$ cat src/rtl/project_pkg.sv
// Shared memory-subsystem types: the word type, memory geometry and arbiter FSM states.
package project_pkg;

    localparam int unsigned word_size = 16;
    typedef logic [word_size-1:0] word;

    // Number of words in the single-port memory; valid addresses are 0..mem_size-1.
    localparam int unsigned mem_size = 32;

    localparam int MAX_ARB_PORTS = 8;

    typedef enum logic {ARB_IDLE, ARB_ACCESS} arb_state_e;

endpackage

$ cat src/rtl/arb_pick.sv
// Combinational winner selection: first eligible port at or after ptr, wrapping to 0.
// Returns the winner as a one-hot grant and as a binary index.
module arb_pick
    import project_pkg::*;
#(
    parameter  int N_PORTS = 2,
    localparam int IW      = $clog2(N_PORTS)
) (
    input  logic [N_PORTS-1:0] eligible,
    input  logic [IW-1:0]      ptr,
    output logic [N_PORTS-1:0] grant,
    output logic [IW-1:0]      idx,
    output logic               any
);

    always_comb begin
        int   j;
        logic found;
        j     = 0;
        found = 1'b0;
        grant = '0;
        idx   = '0;
        for (int i = 0; i < N_PORTS; i++) begin
            j = (int'(ptr) + i) % N_PORTS;
            if (!found && eligible[j]) begin
                found    = 1'b1;
                idx      = IW'(j);
                grant[j] = 1'b1;
            end
        end
    end

    assign any = |eligible;

endmodule

$ cat src/rtl/mem_arbiter.sv
// N-port arbiter in front of the single-port word memory; each grant is IDLE -> ACCESS -> ack.
// Define ARB_ROUND_ROBIN_EN for round-robin arbitration; otherwise lowest index wins.
module mem_arbiter
    import project_pkg::*;
#(
    parameter int N_PORTS = 2
) (
    input  logic               clk,
    input  logic               rst,
    input  logic [N_PORTS-1:0] req,
    input  logic [N_PORTS-1:0] req_we,
    input  word  [N_PORTS-1:0] req_addr,
    input  word  [N_PORTS-1:0] req_wdata,
    output logic [N_PORTS-1:0] ack,
    output word                rdata,
    output logic               err,
    output logic               mem_we,
    output word                mem_a,
    output word                mem_wd,
    input  word                mem_rd
);

    localparam int IW = $clog2(N_PORTS);

    arb_state_e         state, state_nx;
    logic [N_PORTS-1:0] eligible, pick_gnt, lat_gnt;
    logic [IW-1:0]      pick_idx, ptr;
    logic               pick_any, lat_we, lat_err;
    word                lat_addr, lat_wdata;

    // A port being acked this cycle must not be re-granted off its stale request.
    assign eligible = req & ~ack;

`ifdef ARB_ROUND_ROBIN_EN
    logic [IW-1:0] lat_idx, rr_ptr;

    assign ptr = rr_ptr;

    always_ff @(posedge clk) begin
        if (rst) begin
            lat_idx <= '0;
            rr_ptr  <= '0;
        end else if (state == ARB_IDLE && pick_any) begin
            lat_idx <= pick_idx;
        end else if (state == ARB_ACCESS) begin
            rr_ptr <= (lat_idx == IW'(N_PORTS - 1)) ? '0 : lat_idx + 1'b1;
        end
    end
`else
    logic unused_idx;

    assign ptr        = '0;
    assign unused_idx = ^pick_idx;
`endif

    arb_pick #(.N_PORTS(N_PORTS)) u_pick (
        .eligible (eligible),
        .ptr      (ptr),
        .grant    (pick_gnt),
        .idx      (pick_idx),
        .any      (pick_any)
    );

    always_ff @(posedge clk) begin
        if (rst) state <= ARB_IDLE;
        else     state <= state_nx;
    end

    always_comb begin
        state_nx = state;
        mem_we   = 1'b0;
        mem_a    = '0;
        mem_wd   = '0;
        case (state)
            ARB_IDLE: begin
                if (pick_any) state_nx = ARB_ACCESS;
            end
            ARB_ACCESS: begin
                state_nx = ARB_IDLE;
                mem_a    = lat_addr;
                mem_wd   = lat_wdata;
                // rst gating keeps a reset landing mid-transaction from committing the write.
                mem_we   = lat_we & ~lat_err & ~rst;
            end
            default: state_nx = ARB_IDLE;
        endcase
    end

    always_ff @(posedge clk) begin
        if (rst) begin
            ack       <= '0;
            err       <= 1'b0;
            rdata     <= '0;
            lat_gnt   <= '0;
            lat_we    <= 1'b0;
            lat_err   <= 1'b0;
            lat_addr  <= '0;
            lat_wdata <= '0;
        end else begin
            ack <= '0;
            if (state == ARB_IDLE && pick_any) begin
                lat_gnt   <= pick_gnt;
                lat_we    <= req_we[pick_idx];
                lat_addr  <= req_addr[pick_idx];
                lat_wdata <= req_wdata[pick_idx];
                // Full-width compare: high address bits must not alias into the array.
                lat_err   <= (32'(req_addr[pick_idx]) >= mem_size);
            end
            if (state == ARB_ACCESS) begin
                ack <= lat_gnt;
                err <= lat_err;
                if (!(lat_we || lat_err)) rdata <= mem_rd;
            end
        end
    end

endmodule

$ cat config.mk
export PLATFORM = sky130hd
export DESIGN_NAME = mem_arbiter
export DESIGN_NICKNAME = d
export VERILOG_FILES = /design/src/rtl/project_pkg.sv /design/src/rtl/arb_pick.sv /design/src/rtl/mem_arbiter.sv
export SDC_FILE = /design/constraint.sdc
export NUM_CORES = 1
export LEC_CHECK = 0
export BUFFER_PORTS_ARGS = -buffer_cell sky130_fd_sc_hd__buf_2
export CAP_MARGIN = 0
export CORE_MARGIN = 10
export CORE_UTILIZATION = 45
export CTS_CLUSTER_DIAMETER = 200
export DETAILED_ROUTE_END_ITERATION = 16
export PLACE_DENSITY = 0.8
export SYNTH_ARGS = -nofsm -noshare
export SYNTH_HDL_FRONTEND = slang
export SYNTH_SLANG_ARGS = --single-unit
export TNS_END_PERCENT = 50
$ cat constraint.sdc
create_clock -name clk -period 1.9 [get_ports clk]
set_clock_uncertainty 0.15 [all_clocks]
set_input_delay 0.38 -clock clk [delete_from_list [all_inputs] [get_ports clk]]
set_output_delay 0.38 -clock clk [all_outputs]
set_load 0.1 [all_outputs]
**After elaboration in Yosys (flattened, before gate mapping)**

Index checks and enable logic that the tools add are counted.

- Order comparisons: 2
- Div/mod/pow operators: 0
- Muxes and demuxes: 15
- Equal/unequal tests: 0
- Bitwise operators: 8
- Multipliers: 0
- Shifts and indexed selects: 0
- $add $sub $neg: 0
- Reduce and logical (&&, ||, !) cells: 7

Operator list:

| operator | count |
|---|---|
| two-way mux 16 bit | 6 |
| greater-or-equal comparator 16 x 6 -> 1 bit (second input constant) | 1 |
| two-way mux 1 bit | 7 |
| NOT 1 bit | 4 |
| OR reduction 2 bit | 2 |
| bitwise AND 1 bit | 2 |
| bitwise AND 2 bit | 1 |
| logical AND 1 bit | 2 |
| < comparator 1 x 2 -> 1 bit (second input constant) | 1 |
| two-way mux 2 bit | 1 |
| NOT 2 bit | 1 |
| case mux 1 bit (2 select lines) | 1 |
| AND reduction 2 bit | 1 |
| logical NOT 1 bit | 1 |
| logical OR 1 bit | 1 |

- ROM bits: 0
- Word-level logic and storage cells: 41
- Flip-flop bits (word level): 56
- Memories kept: 0
- Output and inout bits: 52
- Memory bits (writable): 0
- Bits of input ports: 86
- Latch bits: 0

**Longest topological paths before layout**

Gate-level depths: netlist of the first run.

- Word-level depth: 9
- Depth in mapped cells: 6
- Mapped depth without buffers: 4

**By module**

From an unflattened synthesis of the first run, not the netlist that was laid out.

- Cell total of the unflattened synthesis: 296
- Area total of the unflattened synthesis: 2562.5 sq um

By module, submodules not included:

| module | seq. area each (sq um) | area each (sq um) | instances | cells each |
|---|---|---|---|---|
| mem_arbiter | 1121.1 | 2529.9 | 1 | 291 |
| arb_pick | 0.0 | 32.5 | 1 | 5 |

**Least setup slack after synthesis of the first run**

No wires, ideal clock.

- Kind: input-to-output
- Start point: in rst
- End point: out mem_we
- Arrival: 3.705 ns
- Slack: -2.335 ns
- Stages: 2
- Path buffers: 1
- Path through: clkbuf_1 nor4b_1

- Cells in the longest elaborated chain, start to end: 3

RTL lines:

| what | line | RTL |
|---|---|---|
| start, declared | mem_arbiter.sv:9 | `input logic rst,` |
| NOT 1 bit | mem_arbiter.sv:83 | `mem_we = lat_we & ~lat_err & ~rst;` |
| bitwise AND 1 bit | mem_arbiter.sv:83 |  |
| two-way mux 1 bit | mem_arbiter.sv:74 | `case (state)` |
| end, declared | mem_arbiter.sv:17 | `output logic mem_we,` |

No other way between the ends.

**Worst setup path in the final report of the first run**

- Start point: reg state
- End point: out mem_we

- Cells in the longest elaborated chain, start to end: 1

RTL lines:

| what | line | RTL |
|---|---|---|
| start, declared | mem_arbiter.sv:25 | `arb_state_e state, state_nx;` |
| start signal, assigned | mem_arbiter.sv:66 | `else state <= state_nx;` |
| two-way mux 1 bit | mem_arbiter.sv:74 |  |

No other way between the ends.

==> impl_metrics.env, run 1 <==
export IMPL_dp_hpwl_um=6090
export IMPL_fp_dieH_um=95.9
export IMPL_cts_buffers_inserted=5
export IMPL_rows=27
export IMPL_antenna_found_initial=0
export IMPL_worst_pin_slew_ns=0.591
export IMPL_start_util_pct=46.8
export IMPL_overflow=0
export IMPL_wire_per_inst_um=15.7
export IMPL_setup_ws_ns=0.112
export IMPL_io_buffers=137
export IMPL_layout_drive_gt1_share_pct=38.7
export IMPL_crit_path_max_fanout=8
export IMPL_rsz0062_at_grt="false"
export IMPL_antenna_cells=0
export IMPL_synth_sequential_area_ratio_pct=43.2
export IMPL_drc=0
export IMPL_syn_area_per_cell_um2=8.95
export IMPL_grt_first_pass_wirelength_um=12100
export IMPL_hold_viol_final=0
export IMPL_wl_um=7700
export IMPL_place_gp_congestion=0.801
export IMPL_worstSkewPairLatency_ns=0.30
export IMPL_syn_area_um2=2590
export IMPL_wl_met1_um=2930
export IMPL_power_density_nw_per_um2=787
export IMPL_grt_max_degree=68
export IMPL_mostFrequentLayoutCell="buf_2"
export IMPL_fin_crit_sh_pct=94.1
export IMPL_arrival_ns=1.26
export IMPL_met2_length_um=3570
export IMPL_drt_pass1_iterations=4
export IMPL_power_leakage_nw=1.87
export IMPL_yosysWarnings=0
export IMPL_min_period_ns=1.79
export IMPL_grt_pass1_vias=2595
export IMPL_ant_nets=0
export IMPL_htree_levels=2
export IMPL_synthFlopType="dfxtp_1"
export IMPL_netlist_instances=290
export IMPL_initialDrtViolationCount=78
export IMPL_ys_seq_elements=56
export IMPL_grt_usage_pct=16.6
export IMPL_setup_violations=0
export IMPL_clock_path_buffers=2
export IMPL_dieArea_um2=9200
export IMPL_pre_cts_ws_ns=0.185
export IMPL_viasPerCell=5.01
export IMPL_max_cap_viol_count=0
export IMPL_die_w_um=95.9
export IMPL_ios=138
export IMPL_hp_class="input pin to flop"
export IMPL_synth_edff_count=0
export IMPL_worstPathRequired_ns=1.37
export IMPL_met3_length_um=1050
export IMPL_coreArea_um2=5540
export IMPL_nets=504
export IMPL_final_max_slew_violation_count=0
export IMPL_critPathCaptureType="output port"
export IMPL_root_buffer="clkbuf_8"
export IMPL_fmax_mhz=559
export IMPL_syn_num_nets=376
export IMPL_crit_type="flop to output port"
export IMPL_cts_tree="yes"
export IMPL_dr_max_layer_used="met4"
export IMPL_clk_pin_slew_ns=0.10
export IMPL_async_reset_ff_share_pct=0
export IMPL_startpoint_type="flop"
export IMPL_irDropWorstVdd_mv=0.433
export IMPL_finalPower_mw=3.10
export IMPL_relSlewSlack_pct=60.6
export IMPL_ys_types=27
export IMPL_numClockSinks=56
export IMPL_via_count=2461
export IMPL_final_cell_mix="buf_2, dfxtp_1, nor2_1"
export IMPL_syn2layout_area_growth_pct=51.6
export IMPL_status="completed"
## power by group
part | switching (mW) | internal, mW | total [mW]
clock | 0.379 | 0.392 | 0.771
sequential | 0.0484 | 1.27 | 1.32
combinational | 0.652 | 0.350 | 1.00
## repair_timing
item                                    4_1_cts  5_1_grt
buffers inserted                              0        1
pin swaps                                     0        1
gates resized for setup                       3        0
endpoints found under the setup margin       27        1
gates cloned                                  0        0
hold buffers                                  0        0
## worst paths after layout
kind	to	cells past startpoint	start	slack [ns]
min	rdata[1]	3	mem_rd[1]	0.15
max reg2reg	lat_err	5	ack[1]	0.28
max	mem_we	3	state	0.11
min reg2reg	rdata[1]	2	rdata[1]	0.31
## kinds of logic after synthesis
group                  after synthesis  share of synthesized area [%]
and+or+nand+nor                    121                           23.1
muxes                               34                           13.1
AOI/OAI and AO/OA                   54                           13.9
buffers and inverters               25                           6.65
DFF                                 56                           43.2
## synth_stat cells, types with 2 or more instances
| master | n | area, um2 |
|---|---|---|
| a211oi_1 | 33 | 248 |
| nand3_1 | 2 | 10.0 |
| and2_1 | 32 | 200 |
| nor2_1 | 40 | 150 |
| nand2_1 | 32 | 120 |
| clkbuf_1 | 9 | 33.8 |
| nor4_1 | 4 | 25.0 |
| buf_2 | 10 | 50.1 |
| nand2b_4 | 2 | 27.5 |
| mux2i_1 | 34 | 340 |
| a21oi_1 | 17 | 85.1 |
| nor3b_1 | 2 | 15.0 |
| buf_12 | 4 | 80.1 |
| dfxtp_1 | 56 | 1120 |
## cell type report
class	count	area [um2]
inverter	1	3.75
clock inverter	2	35.0
sequential	56	1130
multi-input combinational	209	1320
clock buffer	6	72.6
tap	72	90.1
timing repair buffer	145	1280
fill	433	1610
## worst max-delay path: stages (launching register included)
cell and delay [ns]:
dfxtp_4 0.38, inv_2 0.09, nor4b_4 0.27, buf_12 0.21
## state kept, by name (all words and copies together), names as in the netlist
signal,flops
err,1
lat_we,1
lat_gnt,2
rdata,16
lat_wdata,16
ack,2
state,1
lat_addr,16
lat_err,1
## per-layer routing
metal | vias up | track usage [%]
met1 | 1092 | 18.0
met2 | 104 | 26.9
met3 | 10 | 9.34
li1 | 1255 | -
met5 | - | 0
met4 | 0 | 5.53
## per-stage QoR
stage	instances	hold slack [ns]	area (um2)	util [%]	TNS (ns)
after floorplan	290	0.294	2620	-	-3.62
after global placement	482	0.288	3810	68.8	0
after detailed placement	482	0.296	3810	68.8	0
after CTS	490	0.147	3930	70.9	0
after global routing	491	0.162	3940	71.0	0
final	491	0.153	3940	71.0	0
No activity file was read; power rests on OpenSTA's default activity.
==> run 2: changes to the inputs <==
--- a/config.mk
+++ b/config.mk
@@ -14,5 +14,6 @@
 export PLACE_DENSITY = 0.8
 export SYNTH_ARGS = -nofsm -noshare
 export SYNTH_HDL_FRONTEND = slang
+export SYNTH_HIERARCHICAL = 1
 export SYNTH_SLANG_ARGS = --single-unit
 export TNS_END_PERCENT = 50
==> constraint.sdc (replaced) <==
create_clock -name clk -period 1.9 [get_ports clk]
set_clock_uncertainty 0.15 [all_clocks]
set_input_delay 0.19 -clock clk [delete_from_list [all_inputs] [get_ports clk]]
set_output_delay 0.19 -clock clk [all_outputs]
set_load 0.1 [all_outputs]
==> run 2 against run 1 <==
Effect of this change:
- fmax is 1.2% higher
- via count up 8.0%
- first-iteration DRC count increased by 17%
- setup slack better by 0.022 ns
- combinational power increased by 6%
- total power decreased by 1.7%
- sequential power hardly changed
- highest routed layer unchanged
- clock power down 14%
- count of clock-buffer cells in the layout is 1 lower
- critical path depth up 2
==> impl_metrics.env, run 2 <==
export IMPL_hp_class="input pin to flop"
export IMPL_crit_type="flop to flop"
export IMPL_dp_hpwl_um=6460
export IMPL_dpl_cell_area_um2=3880
export IMPL_mostFrequentLayoutCell="buf_2"
export IMPL_rsz0062_at_grt="false"
export IMPL_irDropWorstVdd_mv=0.515
export IMPL_viasPerCell=5.14
export IMPL_netlist_instances=296
export IMPL_grt_max_degree=42
export IMPL_syn_area_um2=2560
export IMPL_nets=530
export IMPL_synthTopCellsByCount="dfxtp_1, nor2_1, nand2_1"
export IMPL_htree_levels=2
export IMPL_antenna_cells=0
export IMPL_cp_slowest_stage_delay_ns=0.45
export IMPL_place_inst=493
export IMPL_met3_length_um=638
export IMPL_cts_tree="yes"
export IMPL_final_cells=517
export IMPL_r2r_start="ack[1]"
export IMPL_cts_buffers_inserted=5
export IMPL_grt_usage_pct=18.6
export IMPL_ys_seq_elements=56
export IMPL_io_buffers=137
export IMPL_synthFlopType="dfxtp_1"
export IMPL_fmax_mhz=566
export IMPL_coreArea_um2=5510
export IMPL_fin_tns_setup_ns=0
export IMPL_relSlewSlack_pct=61.9
export IMPL_ant_nets=0
export IMPL_min_period_ns=1.77
export IMPL_hold_viol_final=0
export IMPL_final_cell_mix="buf_2, dfxtp_1, nor2_1"
export IMPL_die_w_um=95.5
export IMPL_fin_crit_sh_pct=93.0
export IMPL_clock_path_buffers=2
export IMPL_antenna_found_initial=0
export IMPL_yosysWarnings=6
export IMPL_final_max_slew_violation_count=0
export IMPL_yosys_top_cells_area="dfxtp_1, mux2i_1, a211oi_1"
export IMPL_biggestRegsByFlops="lat_addr (16), lat_wdata (16), rdata (16)"
export IMPL_power_density_nw_per_um2=735
export IMPL_syn_area_per_cell_um2=8.66
export IMPL_synth_sequential_area_ratio_pct=43.7
export IMPL_grt_first_pass_wirelength_um=13400
export IMPL_power_leakage_nw=1.87
export IMPL_worst_pin_slew_ns=0.571
export IMPL_synth_top_area_cell="dfxtp_1"
export IMPL_pre_cts_ws_ns=0.0291
export IMPL_crit_path_max_fanout=5
export IMPL_setup_ws_ns=0.134
export IMPL_r2r_cells=5
export IMPL_max_cap_viol_count=0
export IMPL_numClockSinks=56
export IMPL_grt_pass1_vias=2796
export IMPL_post_synth_top_count_cell="dfxtp_1"
export IMPL_start_util_pct=46.5
export IMPL_hold_path_depth=3
export IMPL_crit_path_start="ack[1]"
export IMPL_cp_slowest_cell="or4b_1"
export IMPL_arrival_ns=1.81
export IMPL_fin_area_um2=4140
export IMPL_wire_per_inst_um=16.7
export IMPL_ios=138
export IMPL_worstPathRequired_ns=1.94
export IMPL_startpoint_type="flop"
export IMPL_ys_types=27
export IMPL_drt_pass1_iterations=4
export IMPL_path_cells="nor2b_4 -> a21boi_4 -> or4b_1 -> o22ai_1 -> a311oi_1"
export IMPL_synth_edff_count=0
export IMPL_drc=0
export IMPL_via_count=2658
export IMPL_dieArea_um2=9110
export IMPL_hold_start="req_wdata[11]"
export IMPL_root_buffer="clkbuf_8"
export IMPL_syn2layout_area_growth_pct=61.6
export IMPL_synth_top_cell_area_share_pct=43.7
export IMPL_dr_max_layer_used="met4"
export IMPL_fp_dieH_um=95.5
export IMPL_clk_pin_slew_ns=0.11
export IMPL_rows=27
export IMPL_place_gp_congestion=0.845
export IMPL_overflow=0
export IMPL_status="completed"
export IMPL_initialDrtViolationCount=91
export IMPL_layout_drive_gt1_share_pct=37.1
export IMPL_async_reset_ff_share_pct=0
export IMPL_cts_setup_buffers=0
export IMPL_wl_um=8610
export IMPL_setup_violations=0
export IMPL_met2_length_um=4570
export IMPL_wl_met1_um=2990
export IMPL_critPathCaptureType="flop"
export IMPL_worstSkewPairLatency_ns=0.32
==> run 2: worst paths after layout <==
check                                endpoint  slack, ns
worst min register to register       rdata[9]       0.31
worst max-delay path                  lat_err       0.13
worst max register to register        lat_err       0.13
worst min-delay path            lat_wdata[11]       0.05
==> run 2: cell families (layout without fill, tap and decap cells) <==
family	count (synthesis)	after routing	share of synthesized area, %
AND/OR/NAND/NOR	123	123	23.2
AO/OA/AOI/OAI	57	57	15.0
flip-flops	56	56	43.8
multiplexers	33	33	12.9
buffers and inverters	26	174	5.03
other	1	2	0.146
==> run 2: repair_timing <==
action                                  4_1_cts  5_1_grt
endpoints found under the setup margin        1       25
endpoints found under the hold margin        16        0
hold buffers                                 16        0
resized for setup                             1        3
==> run 2: layer usage <==
layer	vias up	global-route usage [%]
met5	-	0
met4	0	11.1
met3	33	6.44
met2	109	33.5
met1	1207	18.1
li1	1309	-
==> run 2: cell type report <==
cell class | instances | area [um2]
Timing Repair Buffer | 165 | 1460
Multi-Input combinational cell | 215 | 1370
Fill cell | 358 | 1370
Sequential cell | 56 | 1130
Tap cell | 72 | 90.1
Clock buffer | 5 | 68.8
Clock inverter | 3 | 23.8
Inverter | 1 | 3.75
==> run 2: power by group <==
group          switching [mW]  internal (mW)  total [mW]
registers              0.0513           1.27        1.32
logic                   0.671          0.386        1.06
clock network           0.402          0.262       0.664
==> run 2: worst max-delay path, delay by kind of cell, from the launching register on <==
family,cells,cell delay [ns]
and+or+nand+nor,2,0.58
AOI/OAI and AO/OA,3,0.54
DFF,1,0.36
==> run 2: through the flow <==
| step | utilization, % | hold WS, ns | power, mW |
|---|---|---|---|
| after CTS | 75.0 | 0.0444 | 3.06 |
| after floorplan | - | 0.176 | 2.02 |
| after detailed placement | 70.4 | 0.285 | 2.37 |
| after global routing | 75.2 | 0.0659 | 3.18 |
| final | 75.2 | 0.0515 | 3.04 |
| after global placement | 70.4 | 0.280 | 2.35 |
==> run 3: changes to the inputs <==
--- a/config.mk
+++ b/config.mk
@@ -11,6 +11,7 @@
 export CORE_UTILIZATION = 45
 export CTS_CLUSTER_DIAMETER = 200
 export DETAILED_ROUTE_END_ITERATION = 16
+export HOLD_SLACK_MARGIN = 0.08
 export PLACE_DENSITY = 0.8
 export SYNTH_ARGS = -nofsm -noshare
 export SYNTH_HDL_FRONTEND = slang
==> run 3 against run 2 <==
Effect of this change:
- setup slack got worse by 0.0097 ns
- total power is 2.3% higher
- combinational power up 7%
- routed wire length up 12%
- register-to-register slack barely moved
- final area grew 8.9%
- non-clock buffer count rose by 36
- clock power is essentially flat
- sequential power hardly changed
- hold slack better by 0.028 ns
- global-route usage grew 2.3 points
- largest cell class unchanged
==> impl_metrics.env, run 3 (same netlist as run 2, synthesis figures left out) <==
export IMPL_crit_path_max_fanout=20
export IMPL_crit_type="flop to output port"
export IMPL_share_comb_of_total_power_pct=36.2
export IMPL_htree_levels=2
export IMPL_place_gp_congestion=0.845
export IMPL_fin_area_um2=4510
export IMPL_power_density_nw_per_um2=691
export IMPL_start_util_pct=46.5
export IMPL_grt_max_degree=42
export IMPL_mostFrequentLayoutCell="buf_2"
export IMPL_seq_power_share_pct=42.5
export IMPL_root_buffer="clkbuf_8"
export IMPL_utilization_pct=81.9
export IMPL_min_period_ns=1.78
export IMPL_cts_setup_buffers=0
export IMPL_dpl_cell_area_um2=3880
export IMPL_drt_pass1_iterations=4
export IMPL_holdWs_ns=0.0791
export IMPL_coreArea_um2=5510
export IMPL_switching_share_pct=36.8
export IMPL_via_count=2884
export IMPL_clk_pin_slew_ns=0.10
export IMPL_worst_pin_slew_ns=0.535
export IMPL_ant_nets=0
export IMPL_dp_hpwl_um=6460
export IMPL_seqCellArea_um2=1130
export IMPL_layout_drive_gt1_share_pct=34.5
export IMPL_relSlewSlack_pct=64.2
export IMPL_overflow=0
export IMPL_syn2layout_area_growth_pct=75.9
export IMPL_cts_buffers_inserted=5
export IMPL_path_cells="buf_4 -> and2_1 -> buf_12"
export IMPL_rows=27
export IMPL_status="completed"
export IMPL_p_int_mw=1.97
export IMPL_rsz0062_at_grt="false"
export IMPL_arrival_ns=1.44
export IMPL_clock_power_share_pct=21.3
export IMPL_clock_path_buffers=2
export IMPL_n_fill_cell=307
export IMPL_viasPerCell=5.20
export IMPL_max_cap_viol_count=0
export IMPL_p_sw_mw=1.15
export IMPL_power_leakage_nw=2.02
export IMPL_wl_um=9630
export IMPL_worstSkewPairLatency_ns=0.31
export IMPL_fin_crit_sh_pct=93.5
export IMPL_biggestRegsByFlops="lat_addr (16), lat_wdata (16), rdata (16)"
export IMPL_multi_input_area_um2=1370
export IMPL_place_inst=493
export IMPL_final_cells=555
export IMPL_hp_class="input pin to flop"
export IMPL_setup_violations=0
export IMPL_hold_viol_final=0
export IMPL_antenna_found_initial=2
export IMPL_initialDrtViolationCount=108
export IMPL_io_buffers=137
export IMPL_die_w_um=95.5
export IMPL_wire_per_inst_um=17.3
export IMPL_dieArea_um2=9110
export IMPL_irDropWorstVdd_mv=0.536
export IMPL_nets=566
export IMPL_numClockSinks=56
export IMPL_grt_first_pass_wirelength_um=15000
export IMPL_critPathCaptureType="output port"
export IMPL_worstPathRequired_ns=1.56
export IMPL_cp_slowest_cell="dfxtp_2"
export IMPL_fin_tns_setup_ns=0
export IMPL_cp_slowest_stage_delay_ns=0.44
export IMPL_fmax_mhz=563
export IMPL_cts_tree="yes"
export IMPL_grt_usage_pct=21.0
export IMPL_final_cell_mix="buf_2, dfxtp_1, dlygate4sd3_1"
export IMPL_final_max_slew_violation_count=0
export IMPL_drc=0
export IMPL_ios=138
export IMPL_fp_dieH_um=95.5
export IMPL_startpoint_type="flop"
export IMPL_grt_pass1_vias=3028
==> run 3: cell count changes in the layout (fill, tap and decap cells not counted) <==
cell,before,now
dlygate4sd3_1,16,52
diode_2,0,2
and2_2,0,1
and2_1,33,32
==> run 3: layout make-up <==
cell class                 count  share of cell area (%)
antenna                        2                   0.111
clock buffer                   5                    1.53
clock inverter                 3                   0.527
inverter                       1                  0.0833
multi-input combinational    215                    30.3
sequential                    56                    25.1
tap                           72                    2.00
timing repair buffer         201                    40.4
==> run 3: worst max-delay path: cells and delay by family, from the launching register on <==
kind          cells  cell delay, ns
buf+inv           2            0.45
flops             1            0.44
simple gates      1            0.23
==> run 3: path summary, 6_finish.rpt <==
| path | from | to | slack, ns | depth (start not counted) |
|---|---|---|---|---|
| worst min-delay path | req_wdata[26] | lat_wdata[10] | 0.08 | 3 |
| worst max register to register | ack[1] | lat_err | 0.14 | 5 |
| worst max-delay path | state | mem_a[5] | 0.12 | 3 |
| worst min register to register | rdata[9] | rdata[9] | 0.31 | 2 |
==> run 3: power groups by stage <==
stage	clock network (mW)	logic, mW	registers [mW]
detailed placement	0	1.03	1.35
finish	0.665	1.13	1.32
CTS	0.686	1.11	1.32
global placement	0	1.00	1.34
floorplan	0	0.546	1.47
global route	0.714	1.19	1.34
==> run 3: per-stage QoR <==
step	total power, mW	worst slack (ns)
2_1_floorplan	2.02	-0.0779
3_3_place_gp	2.35	0.166
5_1_grt	3.24	0.0362
4_1_cts	3.12	0.00921
3_5_place_dp	2.37	0.0291
6_report	3.11	0.124
==> run 3: per-layer routing <==
layer	wire, um	track usage [%]	vias up
met5	0	0	-
met4	478	12.4	0
met3	795	7.86	39
met2	5180	38.5	125
met1	3170	19.4	1335
li1	-	-	1385
==> run 3: repair_timing <==
item / in CTS / in global routing
hold endpoints to repair: 38 / 0
endpoints found under the setup margin: 1 / 24
hold buffers: 52 / 0
resized for setup: 1 / 4
